## config.mk

```make
export PLATFORM = sky130hd
export DESIGN_NAME = hft_position_tracker_flat
export DESIGN_NICKNAME = d
export VERILOG_FILES = /design/src/rtl/hft_position_tracker_if.sv /design/src/rtl/hft_position_tracker.sv /design/src/flat_wrapper.sv
export SDC_FILE = /design/constraint.sdc
export NUM_CORES = 2
export LEC_CHECK = 0
export BUFFER_PORTS_ARGS = -buffer_cell sky130_fd_sc_hd__buf_4
export CELL_PAD_IN_SITES_DETAIL_PLACEMENT = 1
export CELL_PAD_IN_SITES_GLOBAL_PLACEMENT = 1
export CORE_MARGIN = 2
export CORE_UTILIZATION = 49
export DETAILED_ROUTE_END_ITERATION = 6
export GPL_TIMING_DRIVEN = 0
export PLACE_DENSITY = 0.95
export SETUP_SLACK_MARGIN = 0.05
export SYNTH_ARGS = -nofsm -noshare
export SYNTH_HDL_FRONTEND = slang
export SYNTH_SLANG_ARGS = --single-unit
export TNS_END_PERCENT = 5
```

## constraint.sdc

```tcl
create_clock -name ap_clk -period 16.3 [get_ports ap_clk]
set_clock_uncertainty 0.1 [all_clocks]
set_input_delay 4.89 -clock ap_clk [delete_from_list [all_inputs] [get_ports ap_clk]]
set_output_delay 4.89 -clock ap_clk [all_outputs]
set_load 0.05 [all_outputs]
```

## src/rtl/hft_position_tracker_if.sv

```systemverilog
// ap_ctrl_hs handshake plus fill inputs and position/PnL outputs of hft_position_tracker.
interface hft_position_tracker_if;
  logic        ap_start;
  logic        ap_done;
  logic        ap_idle;
  logic        ap_ready;
  logic [31:0] fill_side;
  logic [31:0] fill_price;
  logic [31:0] fill_qty;
  logic [31:0] current_position;
  logic [31:0] last_fill_price;
  logic [31:0] last_fill_side;
  logic [31:0] avg_entry_price;
  logic [31:0] realized_pnl;
  logic        limit_breach;

  modport master (
    output ap_start, fill_side, fill_price, fill_qty,
    input  ap_done, ap_idle, ap_ready,
    input  current_position, last_fill_price, last_fill_side,
    input  avg_entry_price, realized_pnl, limit_breach
  );

  modport slave (
    input  ap_start, fill_side, fill_price, fill_qty,
    output ap_done, ap_idle, ap_ready,
    output current_position, last_fill_price, last_fill_side,
    output avg_entry_price, realized_pnl, limit_breach
  );
endinterface

```

## src/rtl/hft_position_tracker.sv

```systemverilog
// Net position, VWAP entry price and realized PnL from one fill per ap_ctrl_hs transaction.
// Define HFT_POS_PNL_EN to build the realized-PnL multiplier and accumulator.
module hft_position_tracker #(
  parameter int unsigned POS_LIMIT = 1000
) (
  input  logic                  ap_clk,
  input  logic                  ap_rst,
  hft_position_tracker_if.slave bus
);
  typedef enum logic [1:0] {S_IDLE, S_CALC, S_DIV, S_DONE} state_t;
  state_t state_reg, state_next;

  logic [31:0] side_reg, price_reg, qty_reg;
  logic [31:0] pos_reg, avg_reg;
  logic [63:0] basis_reg;

  logic [63:0] div_q_reg;
  logic [31:0] div_r_reg, div_d_reg;
  logic [5:0]  div_cnt_reg;

  logic [31:0] out_pos_reg, out_avg_reg, out_lprice_reg, out_lside_reg;
  logic        out_breach_reg;

  logic        side_buy, side_sell, calc_noop, pos_flat, same_dir, calc_add, calc_reduce;
  logic [31:0] pos_abs, qty_signed, pos_sum, sum_abs, qty_rem;
  logic [31:0] mul_a, mul_b, avg_new;
  logic [63:0] mul_p, basis_new;

  // Fill classification; one shared multiplier serves open, add, reduce and flip.
  always_comb begin
    side_buy    = (side_reg == 32'd1);
    side_sell   = (side_reg == 32'd2);
    calc_noop   = !(side_buy || side_sell) || (qty_reg == 32'd0);
    pos_flat    = (pos_reg == 32'd0);
    pos_abs     = pos_reg[31] ? (~pos_reg + 32'd1) : pos_reg;
    same_dir    = (side_buy && !pos_reg[31]) || (side_sell && pos_reg[31]);
    calc_add    = !calc_noop && !pos_flat && same_dir;
    calc_reduce = !pos_flat && !same_dir && (qty_reg <= pos_abs);
    qty_signed  = side_buy ? qty_reg : (~qty_reg + 32'd1);
    pos_sum     = pos_reg + qty_signed;
    sum_abs     = pos_sum[31] ? (~pos_sum + 32'd1) : pos_sum;
    qty_rem     = qty_reg - pos_abs;

    mul_a = calc_reduce ? avg_reg : price_reg;
    if (pos_flat || same_dir) begin
      mul_b = qty_reg;
    end else if (calc_reduce) begin
      mul_b = sum_abs;
    end else begin
      mul_b = qty_rem;
    end
    mul_p     = {32'd0, mul_a} * {32'd0, mul_b};
    basis_new = calc_add ? (basis_reg + mul_p) : mul_p;

    if (calc_add) begin
      avg_new = avg_reg;
    end else if (calc_reduce) begin
      avg_new = (sum_abs == 32'd0) ? 32'd0 : avg_reg;
    end else begin
      avg_new = price_reg;
    end
  end

  logic [32:0] div_shift;
  logic        div_ge;
  logic [31:0] div_r_next;
  logic [63:0] div_q_next;

  // Restoring divide step: dividend shifts out of the top of q while quotient bits enter at the bottom.
  always_comb begin
    div_shift  = {div_r_reg, div_q_reg[63]};
    div_ge     = (div_shift >= {1'b0, div_d_reg});
    div_r_next = div_ge ? (div_shift[31:0] - div_d_reg) : div_shift[31:0];
    div_q_next = {div_q_reg[62:0], div_ge};
  end

  logic        commit_fill;
  logic [31:0] commit_pos, commit_avg, commit_abs;

  // Values landing in the output registers on the edge that enters DONE.
  always_comb begin
    commit_fill = (state_reg == S_DIV) || ((state_reg == S_CALC) && !calc_noop);
    commit_pos  = ((state_reg == S_CALC) && !calc_noop) ? pos_sum : pos_reg;
    if (state_reg == S_DIV) begin
      commit_avg = div_q_next[31:0];
    end else if ((state_reg == S_CALC) && !calc_noop) begin
      commit_avg = avg_new;
    end else begin
      commit_avg = avg_reg;
    end
    commit_abs = commit_pos[31] ? (~commit_pos + 32'd1) : commit_pos;
  end

  always_comb begin
    state_next = state_reg;
    case (state_reg)
      S_IDLE:  if (bus.ap_start) state_next = S_CALC;
      S_CALC:  state_next = calc_add ? S_DIV : S_DONE;
      S_DIV:   if (div_cnt_reg == 6'd63) state_next = S_DONE;
      S_DONE:  state_next = S_IDLE;
      default: state_next = S_IDLE;
    endcase
  end

  always_ff @(posedge ap_clk) begin
    if (ap_rst) begin
      state_reg      <= S_IDLE;
      side_reg       <= '0;
      price_reg      <= '0;
      qty_reg        <= '0;
      pos_reg        <= '0;
      avg_reg        <= '0;
      basis_reg      <= '0;
      div_q_reg      <= '0;
      div_r_reg      <= '0;
      div_d_reg      <= '0;
      div_cnt_reg    <= '0;
      out_pos_reg    <= '0;
      out_avg_reg    <= '0;
      out_lprice_reg <= '0;
      out_lside_reg  <= '0;
      out_breach_reg <= 1'b0;
    end else begin
      state_reg <= state_next;

      if ((state_reg == S_IDLE) && bus.ap_start) begin
        side_reg  <= bus.fill_side;
        price_reg <= bus.fill_price;
        qty_reg   <= bus.fill_qty;
      end

      if ((state_reg == S_CALC) && !calc_noop) begin
        pos_reg   <= pos_sum;
        avg_reg   <= avg_new;
        basis_reg <= basis_new;
      end

      if (state_reg == S_CALC) begin
        div_q_reg   <= basis_new;
        div_r_reg   <= '0;
        div_d_reg   <= sum_abs;
        div_cnt_reg <= '0;
      end

      if (state_reg == S_DIV) begin
        div_q_reg   <= div_q_next;
        div_r_reg   <= div_r_next;
        div_cnt_reg <= div_cnt_reg + 6'd1;
        if (div_cnt_reg == 6'd63) avg_reg <= div_q_next[31:0];
      end

      if (state_next == S_DONE) begin
        out_pos_reg    <= commit_pos;
        out_avg_reg    <= commit_avg;
        out_breach_reg <= (commit_abs > POS_LIMIT);
        if (commit_fill) begin
          out_lprice_reg <= price_reg;
          out_lside_reg  <= side_reg;
        end
      end
    end
  end

`ifdef HFT_POS_PNL_EN
  logic [63:0] pnl_acc_reg, pnl_diff, pnl_prod, pnl_new, pnl_commit;
  logic [31:0] close_qty, pnl_sat, out_pnl_reg;

  // Two's-complement low 64 bits of (price - avg) * close are exact since the product fits.
  always_comb begin
    close_qty  = calc_reduce ? qty_reg : pos_abs;
    pnl_diff   = {32'd0, price_reg} - {32'd0, avg_reg};
    pnl_prod   = pnl_diff * {32'd0, close_qty};
    pnl_new    = pnl_acc_reg + (pos_reg[31] ? (~pnl_prod + 64'd1) : pnl_prod);
    pnl_commit = ((state_reg == S_CALC) && !calc_noop && !pos_flat && !same_dir)
                 ? pnl_new : pnl_acc_reg;
    if ($signed(pnl_commit) > 64'sd2147483647) begin
      pnl_sat = 32'h7FFF_FFFF;
    end else if ($signed(pnl_commit) < -64'sd2147483648) begin
      pnl_sat = 32'h8000_0000;
    end else begin
      pnl_sat = pnl_commit[31:0];
    end
  end

  always_ff @(posedge ap_clk) begin
    if (ap_rst) begin
      pnl_acc_reg <= '0;
      out_pnl_reg <= '0;
    end else begin
      if (state_reg == S_CALC) pnl_acc_reg <= pnl_commit;
      if (state_next == S_DONE) out_pnl_reg <= pnl_sat;
    end
  end

  assign bus.realized_pnl = out_pnl_reg;
`else
  assign bus.realized_pnl = 32'd0;
`endif

  assign bus.ap_done          = (state_reg == S_DONE);
  assign bus.ap_idle          = (state_reg == S_IDLE);
  assign bus.ap_ready         = (state_reg == S_IDLE);
  assign bus.current_position = out_pos_reg;
  assign bus.avg_entry_price  = out_avg_reg;
  assign bus.last_fill_price  = out_lprice_reg;
  assign bus.last_fill_side   = out_lside_reg;
  assign bus.limit_breach     = out_breach_reg;
endmodule

```

## src/flat_wrapper.sv

```systemverilog
// flat-port wrapper written by rule: the top's interface ports become plain ports
module hft_position_tracker_flat 
#(
  parameter int unsigned POS_LIMIT = 1000
)
  (ap_clk, ap_rst, bus_ap_start, bus_fill_side, bus_fill_price, bus_fill_qty, bus_ap_done, bus_ap_idle, bus_ap_ready, bus_current_position, bus_last_fill_price, bus_last_fill_side, bus_avg_entry_price, bus_realized_pnl, bus_limit_breach);
  hft_position_tracker_if bus_i ();
  input  logic ap_clk;
  input  logic ap_rst;
  input wire logic [$bits(bus_i.ap_start)-1:0] bus_ap_start;
  input wire logic [$bits(bus_i.fill_side)-1:0] bus_fill_side;
  input wire logic [$bits(bus_i.fill_price)-1:0] bus_fill_price;
  input wire logic [$bits(bus_i.fill_qty)-1:0] bus_fill_qty;
  output wire logic [$bits(bus_i.ap_done)-1:0] bus_ap_done;
  output wire logic [$bits(bus_i.ap_idle)-1:0] bus_ap_idle;
  output wire logic [$bits(bus_i.ap_ready)-1:0] bus_ap_ready;
  output wire logic [$bits(bus_i.current_position)-1:0] bus_current_position;
  output wire logic [$bits(bus_i.last_fill_price)-1:0] bus_last_fill_price;
  output wire logic [$bits(bus_i.last_fill_side)-1:0] bus_last_fill_side;
  output wire logic [$bits(bus_i.avg_entry_price)-1:0] bus_avg_entry_price;
  output wire logic [$bits(bus_i.realized_pnl)-1:0] bus_realized_pnl;
  output wire logic [$bits(bus_i.limit_breach)-1:0] bus_limit_breach;
  assign bus_i.ap_start = bus_ap_start;
  assign bus_i.fill_side = bus_fill_side;
  assign bus_i.fill_price = bus_fill_price;
  assign bus_i.fill_qty = bus_fill_qty;
  assign bus_ap_done = bus_i.ap_done;
  assign bus_ap_idle = bus_i.ap_idle;
  assign bus_ap_ready = bus_i.ap_ready;
  assign bus_current_position = bus_i.current_position;
  assign bus_last_fill_price = bus_i.last_fill_price;
  assign bus_last_fill_side = bus_i.last_fill_side;
  assign bus_avg_entry_price = bus_i.avg_entry_price;
  assign bus_realized_pnl = bus_i.realized_pnl;
  assign bus_limit_breach = bus_i.limit_breach;
  hft_position_tracker #(.POS_LIMIT(POS_LIMIT)) u_core (.ap_clk(ap_clk), .ap_rst(ap_rst), .bus(bus_i));
endmodule
```

Word level (Yosys, flattened, before mapping)
Index checks and enable logic that the tools add are counted.

storage, ports and cells
  register bits after elaboration = 489
  bits in latches = 0
  RAM bits = 0
  bits in read-only memories = 0
  input port bits = 99
  output and inout port bits = 164
  word-level logic and storage cells = 91
  memories = 0

operators by class
  $add $sub $neg = 9
  $mul = 1
  divide/modulo/power cells = 0
  magnitude comparators = 3
  equality and inequality tests = 7
  shift operators = 0
  muxes and demuxes = 27
  bitwise operators = 4
  reductions and logical operators = 24

operators with widths
  operator                                                         number
  2-to-1 mux 32 bit                                                18
  2-to-1 mux 64 bit                                                3
  adder 32 x 1 -> 32 bit, second input constant                    4
  NOT 32 bit                                                       4
  logical NOT 32 bit                                               3
  adder 64 bit                                                     1
  multiplier 32 x 32 -> 64 bit                                     1
  subtractor 32 bit                                                2
  >= comparator 33 x 32 -> 1 bit                                   1
  adder 32 bit                                                     1
  == test 32 x 1 -> 1 bit, second input constant                   1
  == test 32 x 2 -> 1 bit, second input constant                   1
  greater-than comparator 32 x 10 -> 1 bit, second input constant  1
  less-or-equal comparator 32 bit                                  1
  2-to-1 mux 6 bit                                                 2
  logical AND 1 bit                                                8
  case mux 2 bit (4 select lines)                                  1
  adder 6 x 1 -> 6 bit, second input constant                      1
  == test 2 bit, second input constant                             3
  == test 6 bit, second input constant                             1
  logical NOT 1 bit                                                5
  logical OR 1 bit                                                 5
  2-to-1 mux 2 bit                                                 2
  == test 2 x 1 -> 1 bit, second input constant                    1
  other kinds (4)                                                  4

Longest topological paths before layout
  depth after elaboration = 14
  mapped depth = 70
  gate-level depth less buffers = 66

Worst setup path before layout
No wires, ideal clock.

  kind = reg-to-reg
  start = register u_core.qty_reg[8]
  end = register u_core.div_q_reg[63]
  library setup time = 0.124 ns
  arrival = 14.686 ns
  required time = 16.076 ns
  path slack = 1.390 ns
  cell stages (with the launch flop) = 62
  buffers on the path = 6
  period minus slack after synthesis = 14.910 ns
  path through = dfxtp_1 > clkbuf_1 > nor4_1 > or3b_2 > or3_1 > o21ai_0 > xnor2_1 > ha_1 > clkbuf_1 > a21o_1 > a21o_1 > a21oi_1 > nand2_1 > o311ai_2 > nor4_1 > nor3_2 > buf_2 > buf_2 > (+26 left out) > a41o_1 > a211o_1 > a21oi_1 > xnor2_1 > ha_1 > a21o_1 > a21o_1 > a21o_1 > a21o_1 > a21o_1 > a221oi_1 > inv_1 > a31oi_1 > xor2_1 > nor2_1 > xnor2_1 > xor2_1 > o21ai_0

on the way
  longest elaborated chain between the ends = 14
  elaborated cells on any way between the ends = 23
  those cells by class = add/sub (5); mul (1); order compare (1); mux (8); bitwise (2); reduce/logical (6)

RTL lines
  element                       RTL line                     text
  start, declared               hft_position_tracker.sv:13   logic [31:0] side_reg, price_reg, qty_reg;
  start signal, assigned        hft_position_tracker.sv:129  qty_reg <= bus.fill_qty;
  NOT 32 bit                    hft_position_tracker.sv:39   qty_signed = side_buy ? qty_reg : (~qty_reg + 32'd1);
  adder 32 x 1 -> 32 bit        hft_position_tracker.sv:39
  2-to-1 mux 32 bit             hft_position_tracker.sv:39
  adder 32 bit                  hft_position_tracker.sv:40   pos_sum = pos_reg + qty_signed;
  NOT 32 bit                    hft_position_tracker.sv:41   sum_abs = pos_sum[31] ? (~pos_sum + 32'd1) : pos_sum;
  adder 32 x 1 -> 32 bit        hft_position_tracker.sv:41
  2-to-1 mux 32 bit             hft_position_tracker.sv:41
  2-to-1 mux 32 bit             hft_position_tracker.sv:47   end else if (calc_reduce) begin
  2-to-1 mux 32 bit             hft_position_tracker.sv:45   if (pos_flat || same_dir) begin
  multiplier 32 x 32 -> 64 bit  hft_position_tracker.sv:52   mul_p = {32'd0, mul_a} * {32'd0, mul_b};
  adder 64 bit                  hft_position_tracker.sv:53   basis_new = calc_add ? (basis_reg + mul_p) : mul_p;
  2-to-1 mux 64 bit *           hft_position_tracker.sv:53
  2-to-1 mux 64 bit *           hft_position_tracker.sv:138  if (state_reg == S_CALC) begin
  2-to-1 mux 64 bit *           hft_position_tracker.sv:145  if (state_reg == S_DIV) begin
  end signal, assigned          hft_position_tracker.sv:139  div_q_reg <= basis_new;
  end signal, assigned          hft_position_tracker.sv:146  div_q_reg <= div_q_next;
  end, declared                 hft_position_tracker.sv:17   logic [63:0] div_q_reg;

Every way passes the cells marked *; elsewhere a longest branch is shown, timed or not. The select of a mux whose other input is x is not followed.
A chain may end at the register's enable or synchronous reset.

Worst setup path in the final report
  start = register u_core.side_reg[20]
  end = register u_core.div_q_reg[63]

on the way
  longest elaborated chain between the ends = 13
  elaborated cells on any way between the ends = 28
  those cells by class = add/sub (3); mul (1); eq/ne (2); mux (8); bitwise (1); reduce/logical (13)

RTL lines
  element                                                                    RTL line                                                text
  start, declared                                                            hft_position_tracker.sv:13
  start signal, assigned                                                     hft_position_tracker.sv:127                             side_reg <= bus.fill_side;
  == test 32 x 1 -> 1 bit / == test 32 x 2 -> 1 bit (equally long branches)  hft_position_tracker.sv:31, hft_position_tracker.sv:32
  2-to-1 mux 32 bit / logical AND 1 bit (equally long branches)              hft_position_tracker.sv:39, hft_position_tracker.sv:36
  adder 32 bit / logical OR 1 bit (equally long branches)                    hft_position_tracker.sv:40, hft_position_tracker.sv:36
  NOT 32 bit / logical NOT 1 bit (equally long branches)                     hft_position_tracker.sv:41, hft_position_tracker.sv:38
  adder 32 x 1 -> 32 bit / logical AND 1 bit (equally long branches)         hft_position_tracker.sv:41, hft_position_tracker.sv:38
  2-to-1 mux 32 bit / logical AND 1 bit (equally long branches)              hft_position_tracker.sv:41, hft_position_tracker.sv:38
  2-to-1 mux 32 bit                                                          hft_position_tracker.sv:47
  2-to-1 mux 32 bit                                                          hft_position_tracker.sv:45
  multiplier 32 x 32 -> 64 bit                                               hft_position_tracker.sv:52
  adder 64 bit                                                               hft_position_tracker.sv:53
  2-to-1 mux 64 bit *                                                        hft_position_tracker.sv:53
  2-to-1 mux 64 bit *                                                        hft_position_tracker.sv:138
  2-to-1 mux 64 bit *                                                        hft_position_tracker.sv:145

Marked as above.

==> metrics.md <==
| Metric | Value |
|---|---|
| Final worst slack | -0.6469 ns |
| Initial core utilization | 49.24% |
| Cts hold-fix bufs | 0 |
| Top cell type's share of synthesized area | 27.87% |
| Worst stage delay on the critical path | slightly below 0.8 ns |
| Fin crit period | 16.95 ns |
| CTS tree | yes |
| Antenna violations before repair | 30 |
| Crit path kind | flop to flop |
| Post-Synthesis Cell Area | 64650 sq um |
| Tightest Hold Check Type | flop to flop |
| Worst path slowest cell | fa_2 |
| Chip height | 367.2 um |
| Die width | around 370 um |
| GR Overflow Total | 0 |
| # DRC | 0 |
| Final net count | just over 10000 |
| Boundary pin count | 263 |
| Ranking of synthesized cells by area | fa_1 (28%), dfxtp_1 (15%), ha_1 (8.5%) |
| Starting DRC count in detailed routing | 7540 |
| Total GRT Usage | 47.32% |
| Count of warnings emitted by yosys | 0 |
| Reg-to-Reg End | u_core.div_q_reg[63]$_SDFFE_PP0P_ |
| Netlist cell types | 109 |
| Status | finished, violations left |
| Pin count of the biggest net entering global routing | 18 |
| Fill count | 15530 |
| Ratio of cells with drive above 1 in the final layout | between 10% and 20% |
| Power Total | 0.01428 W |
| DR WL/cell | 32.41 um |
| Syn Inst Count | 8060 |
| Clock Root Buffer | clkbuf_16 |
| Clk_lat worst skew | 0.70 ns |
| Final Setup Violations | 31 |
| Routed Antenna Nets | 0 |
| Final wirelength | between 300000 and 400000 um |
| Area delta synth->final | 20.48% |
| Clock slew at reported path FFs | 0.07 ns |
| I/O Buffers | 229 |
| DRT Pass-1 Iters | 6 |
| Hold_sp | u_core.side_reg[30]$_SDFFE_PP0P_ |
| Vias in the first global route | just over 70000 |
| Routability cong. | 1.055 |
| Hold EP | u_core.bus.last_fill_side[30]$_SDFFE_PP0P_ |
| Worst Path Arrival | 17.42 ns |
| CP Capture Type | flop |
| Cell repeated most along the worst path | fa_1 |
| Crit Reg-Reg Startpoint | u_core.side_reg[20]$_SDFFE_PP0P_ |
| Cell Area, Placed | 68770 sq um |
| Die area | ~130000 sq um |
| Ys async rst share | 0% |
| Largest area contributor in the netlist | fa_1 |
| RSZ-0062 raised after global routing | true |
| IR drop worst, VDD | around 0.13 mV |
| Max cap viols | 1 |
| PwrDens | 183.4 nW/um^2 |
| R2R depth | between 60 and 70 |
| Slew @ Worst Pin | 1.557 ns |
| Fin area | 77890 sq um |
| Final HPWL DP | 255700 um |
| Routed vias | 68200 |
| P_leak | 35.87 nW |
| CP max FO | 10 |
| Core ar. | 131300 sq um |
| Achievable clock frequency | about 59 MHz |
| CTS Buf Count | 54 |
| Synth Flop Type | dfxtp_1 |
| Worst Hold Depth | 2 |
| Final hold violation count | 0 |
| Slew HR | -3.768% |
| Nature of the critical path startpoint | flop |
| H-tree level count | 2 |
| Ratio of final minimum period to clock period | 104.0% |
| Sequential area share after synthesis | 15.14% |
| Site Rows | 133 |
| Slew Viols, Final | 11 |
| Syn Area/Cell | 8.022 sq um |
| Non-filler cells, final | 10470 |
| Reg2Reg Setup Slack | -0.65 ns |
| Flops & latches, synth | 489 |
| Vias per cell | 6.513 |
| EDFF count, synth | 0 |
| Clk sinks | 489 |
| Maximum clock insertion buffer count | 3 |
| Wire length of the first global-routing pass | roughly 470000 um |
| Placed cells | 10080 |
| WP data required | approximately 17 ns |
| Failing checks | max-capacitance violations, max-slew violations, negative setup slack |
## cell families (layout without fill, tap and decap cells)
logic type	after synthesis	in the layout	synth area share (%)
AO/OA/AOI/OAI	1564	1564	15.55
XOR/XNOR	274	274	3.712
adder cells (fa/ha/maj)	1339	1339	36.36
buffers and inverters	1529	2136	9.345
flip-flops	489	489	15.14
multiplexers	106	106	1.647
other	1	49	0.005800
AND/OR/NAND/NOR	2758	2759	18.24
## cells in the mapped netlist, types with 11 or more instances
cell type and n:
ha_1 438, buf_1 24, nor3_1 82, and2_1 67
o41ai_1 11, nor4_1 21, a211oi_1 161, or3_1 32
o21a_1 38, nand3_1 100, or2_2 23, fa_1 900
a31oi_1 49, a22o_1 14, a21oi_2 46, nor2_1 862
o31ai_1 38, nand2b_1 39, and4_1 13, o22ai_1 40
buf_2 103, inv_1 1056, o21ai_0 263, nor3b_1 14
a311oi_1 14, xnor2_1 154, a21boi_0 19, o21ai_1 22
mux2i_1 103, a21o_1 174, a21oi_1 497, nand2_1 1328
nand4_1 41, nor2b_1 39, buf_4 34, o211ai_1 27
dfxtp_1 489, xor2_1 120, and3_1 39, clkbuf_1 303
o21bai_1 22
## layout by cell type (no fill, tap or decap), drive strengths merged, types with 43 or more instances in the layout
cell type	synthesis	layout
a21o	174	174
a21oi	543	543
fa	900	900
a31oi	49	49
xor2	120	120
ha	438	438
nor2	866	866
mux2i	103	103
dfxtp	489	489
buf	167	728
and2	67	68
clkbuf	304	322
nand3	101	101
a211oi	167	167
nand2	1328	1328
xnor2	154	154
nor3	84	84
o21ai	289	289
nand4	43	43
inv	1056	1058
## cell type report
type | count | area [sq um] | area share (%)
clock buffers | 70 | 1511 | 1.940
multi-input cells | 6074 | 52440 | 67.32
flip-flops and latches | 489 | 9802 | 12.58
inverters | 1058 | 3971 | 5.098
repair buffers | 529 | 4373 | 5.614
diodes | 17 | 42.54 | 0.05461
clock inverters | 28 | 340.3 | 0.4369
plain buffers | 451 | 3222 | 4.136
well taps | 1755 | 2196 | 2.819
## metal layers
layer | global-route usage (%) | vias up | part of all wire, %
met5 | 0 | - | 0.055
met4 | 43.47 | 30 | 12
met3 | 15.21 | 2141 | 12
met2 | 71.49 | 4927 | 43
met1 | 53.10 | 33880 | 33
li1 | - | 27220 | -
## power breakdown
part	total, W	internal (W)	switching, W	leakage (nW)
clock	0.00132	0.000725	0.000599	0.892
combinational	0.0114	0.00390	0.00751	31.0
sequential	0.00155	0.00135	0.000204	3.97
total	0.0143	0.00597	0.00831	35.9
## worst max-delay path: cells and delay by family (launching register included)
kind / cells / cell delay, ns
compound gates: 22 / 4.84
xor+xnor: 5 / 1.35
fa+ha+maj: 11 / 5.24
buf+inv: 13 / 1.89
flops: 1 / 0.34
simple gates: 16 / 3.05
## through the flow
stage               utilization [%]  setup slack [ns]  hold WS (ns)  setup TNS, ns
finish                        59.33           -0.6469        0.3592         -7.648
global route                  59.30           -0.7635        0.3695         -18.04
CTS                           57.14        -0.0002629        0.3389     -0.0002629
detailed placement            52.38            -4.802        0.3494        -251.42
global placement              52.31            -4.813        0.3367        -251.22
floorplan                         -             1.390        0.3199              0
## timing repair
item	CTS	global route
setup buffers	148	144
hold endpoints to repair	0	0
gates cloned	1	4
pin swaps	107	183
endpoints found under the setup margin	99	62
resized for setup	765	412
## worst max path at each step
stage | endpoint | slack (ns) | from
2_1_floorplan | u_core.div_q_reg[63]$_SDFFE_PP0P_ | 1.39 | u_core.qty_reg[8]$_SDFFE_PP0P_
3_3_place_gp | u_core.div_q_reg[63]$_SDFFE_PP0P_ | -4.81 | u_core.side_reg[25]$_SDFFE_PP0P_
3_5_place_dp | u_core.div_q_reg[63]$_SDFFE_PP0P_ | -4.80 | u_core.side_reg[25]$_SDFFE_PP0P_
4_1_cts | u_core.div_q_reg[63]$_SDFFE_PP0P_ | -0.0003 | u_core.pos_reg[2]$_SDFF_PP0_
5_1_grt | u_core.basis_reg[62]$_SDFFE_PP0P_ | -0.76 | u_core.side_reg[20]$_SDFFE_PP0P_
6_report | u_core.div_q_reg[63]$_SDFFE_PP0P_ | -0.65 | u_core.side_reg[20]$_SDFFE_PP0P_
No activity file was read; power rests on OpenSTA's default activity.
